## config.mk

```make
export PLATFORM = sky130hd
export DESIGN_NAME = id_ex_pipe_reg
export DESIGN_NICKNAME = d
export VERILOG_FILES = /design/src/rtl/id_ex_pipe_reg.sv
export SDC_FILE = /design/constraint.sdc
export NUM_CORES = 1
export LEC_CHECK = 0
export CORE_AREA = 2 2 166 168
export DETAILED_ROUTE_END_ITERATION = 12
export DIE_AREA = 0 0 168 170
export GPL_ROUTABILITY_DRIVEN = 0
export PLACE_DENSITY = 0.73
export SETUP_SLACK_MARGIN = 0.2
export SLEW_MARGIN = 20
export SYNTH_ARGS = -nofsm -noshare
export SYNTH_HDL_FRONTEND = slang
export SYNTH_SLANG_ARGS = --single-unit
```

## constraint.sdc

```tcl
create_clock -name CLK -period 2.04 [get_ports CLK]
set_input_delay 0.408 -clock CLK [delete_from_list [all_inputs] [get_ports CLK]]
set_output_delay 0.408 -clock CLK [all_outputs]
set_load 0.01 [all_outputs]
```

## src/rtl/id_ex_pipe_reg.sv

```systemverilog
// ID/EX pipeline register: captures decoded control and operands, holds on stall, loads bubbles on flush.
// Optional macro ID_EX_WB_BYPASS_EN forwards same-cycle writeback data into the captured operands.
module id_ex_pipe_reg #(
  parameter int DW   = 32,
  parameter int RW   = 5,
  parameter int CNTW = 16
) (
  input  logic            CLK,
  input  logic            RST,
  input  logic            en,
  input  logic            stall,
  input  logic            flush,
  input  logic [31:0]     instr_i,
  input  logic [DW-1:0]   npc_i,
  input  logic [DW-1:0]   rdat1_i,
  input  logic [DW-1:0]   rdat2_i,
  input  logic [DW-1:0]   imm_i,
  input  logic [RW-1:0]   rsel1_i,
  input  logic [RW-1:0]   rsel2_i,
  input  logic [RW-1:0]   wsel_i,
  input  logic            wen_i,
  input  logic [1:0]      alusrc_i,
  input  logic [3:0]      aluop_i,
  input  logic            dren_i,
  input  logic            dwen_i,
  input  logic            memtoreg_i,
  input  logic            halt_i,
  input  logic            wb_wen,
  input  logic [RW-1:0]   wb_wsel,
  input  logic [DW-1:0]   wb_wdat,
  output logic [31:0]     instr_o2,
  output logic [DW-1:0]   npc_o2,
  output logic [DW-1:0]   rdat1_o2,
  output logic [DW-1:0]   rdat2_o2,
  output logic [DW-1:0]   imm_o2,
  output logic [RW-1:0]   rsel1_o2,
  output logic [RW-1:0]   rsel2_o2,
  output logic [RW-1:0]   wsel_o2,
  output logic            wen_o2,
  output logic [1:0]      alusrc_o2,
  output logic [3:0]      aluop_o2,
  output logic            dren_o2,
  output logic            dwen_o2,
  output logic            memtoreg_o2,
  output logic            halt_o2,
  output logic            valid_o2,
  output logic [CNTW-1:0] bubble_cnt
);

  logic [DW-1:0] rdat1_cap;
  logic [DW-1:0] rdat2_cap;

`ifdef ID_EX_WB_BYPASS_EN
  // Register file writes and reads on the same edge, so decode may have read stale data.
  always_comb begin
    rdat1_cap = rdat1_i;
    rdat2_cap = rdat2_i;
    if (wb_wen && (wb_wsel != '0) && (wb_wsel == rsel1_i)) rdat1_cap = wb_wdat;
    if (wb_wen && (wb_wsel != '0) && (wb_wsel == rsel2_i)) rdat2_cap = wb_wdat;
  end
`else
  logic wb_unused;
  assign wb_unused = ^{wb_wen, wb_wsel, wb_wdat};
  assign rdat1_cap = rdat1_i;
  assign rdat2_cap = rdat2_i;
`endif

  always_ff @(posedge CLK) begin
    if (RST || flush) begin
      instr_o2    <= '0;
      npc_o2      <= '0;
      rdat1_o2    <= '0;
      rdat2_o2    <= '0;
      imm_o2      <= '0;
      rsel1_o2    <= '0;
      rsel2_o2    <= '0;
      wsel_o2     <= '0;
      wen_o2      <= 1'b0;
      alusrc_o2   <= '0;
      aluop_o2    <= '0;
      dren_o2     <= 1'b0;
      dwen_o2     <= 1'b0;
      memtoreg_o2 <= 1'b0;
      halt_o2     <= 1'b0;
      valid_o2    <= 1'b0;
      if (RST)
        bubble_cnt <= '0;
      else if (bubble_cnt != '1)
        bubble_cnt <= bubble_cnt + CNTW'(1);
    end else if (en && !stall) begin
      instr_o2    <= instr_i;
      npc_o2      <= npc_i;
      rdat1_o2    <= rdat1_cap;
      rdat2_o2    <= rdat2_cap;
      imm_o2      <= imm_i;
      rsel1_o2    <= rsel1_i;
      rsel2_o2    <= rsel2_i;
      wsel_o2     <= wsel_i;
      // A write to $0 is dropped here so forwarding never matches register 0.
      wen_o2      <= wen_i && (wsel_i != '0);
      alusrc_o2   <= alusrc_i;
      aluop_o2    <= aluop_i;
      dren_o2     <= dren_i;
      dwen_o2     <= dwen_i;
      memtoreg_o2 <= memtoreg_i;
      halt_o2     <= halt_i;
      valid_o2    <= 1'b1;
    end
  end

endmodule

```

Word-level counts from Yosys, hierarchy flattened

Cells that the tools add are included.
W data, S select, Z words.

Divide/modulo/power cells: 0
Equal/unequal tests: 1
Shift operators: 0
Add/subtract/negate cells: 1
Reductions and logical operators: 7
Multiply operators: 0
Muxes and demuxes: 1
Order comparisons: 0
Bitwise gates (word level): 0

Operator list:

| operator                | number |
|---|---|
| $add A16 B1 Y16 const B | 1 |
| $mux W16                | 1 |
| $ne A16 B16 Y1 const B  | 1 |
| $reduce_bool A5 Y1      | 1 |
| $logic_and A1 B1 Y1     | 2 |
| $reduce_and A2 Y1       | 1 |
| $reduce_bool A2 Y1      | 1 |
| $logic_not A1 Y1        | 1 |
| $logic_or A1 B1 Y1      | 1 |

Memories: 0
Bits in latches: 0
Output and inout port bits: 203
ROM bits: 0
Bits in writable memories: 0
Register bits: 203

Depth between registers and ports, before layout

Depth in word-level cells: 3
Gate-level depth with buffers: 6
Mapped depth without buffers: 5

Worst setup path before layout

No wires, ideal clock.

Path type: reg-to-reg
Start point: register bubble_cnt[0]
End point: register bubble_cnt[0] (enable)
Path slack: 0.205 ns
Clock period less this slack: 1.835 ns
Buffers on the path: 0
Library setup time: 0.373 ns
Data arrival time: 1.462 ns
Cell stages (with the launch flop): 6
Cell sequence: edfxtp_1 > ha_1 > nand3_1 > nor2_1 > nand2_1 > o21a_1

Longest elaborated chain between the ends: 3

RTL lines:

| element                             | line | text |
|---|---|---|
| start: declaration                  | 47   | `output logic [CNTW-1:0] bubble_cnt` |
| start signal: assignment            | 89   | `bubble_cnt <= bubble_cnt + CNTW'(1);` |
| $ne A16 B16 Y1                      | 88   | `else if (bubble_cnt != '1)` |
| $reduce_bool A2 Y1 (no source line) | n/a  |  |
| $reduce_and A2 Y1 (no source line)  | n/a  |  |

Every way passes these cells.
A chain may end at the register's enable or synchronous reset.

Worst setup path in the final report

Start point: register rsel1_o2[0]
End point: output rsel1_o2[0]

RTL lines:

| element                  | line | text |
|---|---|---|
| start: declaration       | 36   | `output logic [RW-1:0] rsel1_o2,` |
| start signal: assignment | 96   | `rsel1_o2 <= rsel1_i;` |

No word-level cell between the ends.

==> reports/qor.csv <==
stage,metric,value,unit
synth,Syn Area/Cell,8.313,µm²
finish,Non-Filler Instances,1641,
detailed_routing,initial drt markers,341,
setup_path,Worst path max stage delay,0.55,ns
timing,fmax,555.3,MHz
global_routing,initial antenna violation count,0,
cts,CTS sink count,203,
detailed_routing,drt wl/cell,14.62,µm
setup_path,crit start category,flop,
cts,htree depth,1,
cts,Root Driver,clkbuf_16,
finish,# nets final,1513,
power_and_ir_drop,total power,9.640,mW
global_routing,met3 GRT Util,0.04535,
timing,unrepaired setup endpoints after global routing,no,
setup_path,slowest CP cell,clkdlybuf4s50_1,
synth,Mapped Cells,893,
placed_design,half-perimeter wire length after placement,17.01,mm
floorplanning,Die Wd,168,µm
synth,largest cells by area after synthesis,"dfxtp_1 50%, nand2_1 19%, a21oi_1 12%",
cts,CTS max path bufs,3,
global_routing,met2 Use GR,0.2740,
placed_design,port bufs,393,
global_routing,met1 GRT Util,0.1806,
detailed_routing,via count,7310,
timing,final worst path period share,0.8828,
detailed_routing,"antenna viol nets, final",0,
floorplanning,die height,170,µm
floorplanning,count of standard-cell rows,60,
status,status,"complete, no violations",
setup_path,Critical Path End Type,output pin,
synth,Yosys top cell area share,0.5043,
synth,#FFs+latches synth,203,
setup_path,CP Buf/Inv Count,1,
placed_design,dpl cells,1590,
global_routing,global-route wire length before repair,36.71,mm
setup_path,cell depth of the worst setup path,1,
setup_path,"Arr. time, crit path",1.39,ns
finish,share of cells above drive strength 1,0.07077,
floorplanning,I/O pin count,432,
hold_path,Hold WC Path Type,primary input to flop,
global_routing,vias in the first global route,7126,
timing,final setup TNS,0,ns
global_routing,most used routing layer,met2,
finish,Antenna Cells,0,
finish,Fillers,2498,
finish,"most common cell after layout, fill and taps aside",nand2_1,
synth,Mapped Area,7423,µm²
cts,worst-skew pair later-pin latency,0.51,ns
setup_path,cells on worst reg2reg path,5,
synth,post-synthesis cell type count,29,
timing,final slew viol count,0,
timing,Tightest Pin Transition,0.4782,ns
detailed_routing,router iterations before antenna repair,4,
synth,sequential area share after synthesis,0.5690,
detailed_routing,DRC errors left,0,
setup_path,"Largest delay share family, worst path",buffers and inverters,
finish,most frequent cells in the layout,"375 x nand2_1, 274 x clkdlybuf4s50_1, 187 x dfxtp_1",
synth,"area leader, netlist",dfxtp_1,
floorplanning,DIE AREA,28560,µm²
setup_path,r2r startpoint,bubble_cnt[1],
detailed_routing,vias per std cell,4.455,
setup_path,Worst Path Max Fanout,2,
cts,Num CTS Buffers,24,
power_and_ir_drop,worst vdd ir,574.3,µV
timing,endpoints failing setup,0,
hold_path,hold path startpoint,npc_i[24],
placed_design,Setup WS pre-CTS,-0.02105,ns
cts,clock transition at the registers of the reported paths,0.06,ns
timing,slew margin rel.,0.6812,
hold_path,Hold Crit Depth,3,
global_routing,Total GRT Usage,0.1572,
global_routing,largest net degree at the start of global routing,96,
setup_path,WS Path Type,flop to output pin,
synth,synth warn,0,
timing,setup ws final,0.2391,ns
timing,Worst Clk Skew,0.005090,ns
cts,CTS tree,yes,
global_routing,grt total ovfl,0,
flow_run,maxcap violations,0,
setup_path,CP Cell Sequence,clkdlybuf4s50_1,
finish,"Core Util, Final",0.4779,
floorplanning,core area,26650,µm²
detailed_routing,final WL,23.99,mm
synth,Post-Syn Nets,1123,
setup_path,WP data required,1.63,ns
timing,Final Hold Fails,0,
timing,min Tclk post-route,1.801,ns
power_and_ir_drop,Leakage,5.781,nW
power_and_ir_drop,PwrDens,756.9,nW/µm²
setup_path,critical path startpoint,rsel1_o2[0],
finish,Layout area overhead,71.57,%
floorplanning,initial core utilization,0.2785,
where the power goes:
group          switching (mW)  internal, mW  leakage (nW)
logic                   0.484         0.634          3.69
registers              0.0591          4.13          1.69
clock network            1.65          2.69         0.398
area by class of cell:
class / instances / area [µm²] / area share
inverter: 2 / 7.507 / 0.0005894
sequential: 203 / 4224 / 0.3317
timing repair buffer: 429 / 4466 / 0.3506
clock buffer: 32 / 671.9 / 0.05276
multi-input combinational: 623 / 2805 / 0.2203
clock inverter: 11 / 135.1 / 0.01061
tap: 341 / 426.7 / 0.03350
cells by family (layout without fill, tap and decap cells):
group	count (synthesis)	after routing	synth area share
adder cells (fa/ha/maj)	1	1	0.001685
buffers and inverters	67	474	0.05562
AO/OA/AOI/OAI	194	194	0.1375
AND/OR/NAND/NOR	417	417	0.2232
flip-flops	203	203	0.5690
XOR/XNOR	11	11	0.01298
metal layers:
metal  routed length, µm  vias up
met4                 846        0
met2               11740      280
met1                9550     3319
met3                1857       44
met5                   0        -
li1                    -     3667
sequential cells by signal, indices dropped and copies added, names as in the netlist, 2 cells and up:
signal      cells
imm_o2         32
rdat2_o2       32
alusrc_o2       2
wsel_o2         5
npc_o2         32
rsel2_o2        5
rsel1_o2        5
rdat1_o2       32
aluop_o2        4
bubble_cnt     16
instr_o2       32
final timing paths:
path                    end  slack, ns
min              npc_o2[24]       0.44
max reg2reg  bubble_cnt[10]       0.39
max             rsel1_o2[0]       0.24
min reg2reg    rdat1_o2[21]       0.45
through the flow:
stage	cell area, µm²	hold WS, ns
3_3_place_gp	11770	0.4409
4_1_cts	12570	0.4043
6_report	12740	0.4403
5_1_grt	12740	0.4137
3_5_place_dp	11770	0.4457
2_1_floorplan	7423	0.4779
Yosys cell counts, drive strengths merged:
cell type  number
o21a            1
nand3           6
and3            1
nor2           18
nor3            4
ha              1
buf            50
edfxtp         16
inv             2
xnor2           8
clkbuf         15
o21ai           2
a31o            1
or3             2
dfxtp         187
xor2            3
nand2b          2
o211ai          1
nor4            2
a21oi         189
or2             1
nand4           3
nor2b           2
or4             1
nand2         375
what timing repair did:
action	CTS	global route
pin swaps	0	0
endpoints found under the setup margin	72	66
setup buffers	8	0
hold buffers	0	0
gates resized for setup	54	66
(Power assumes the default switching activity.)
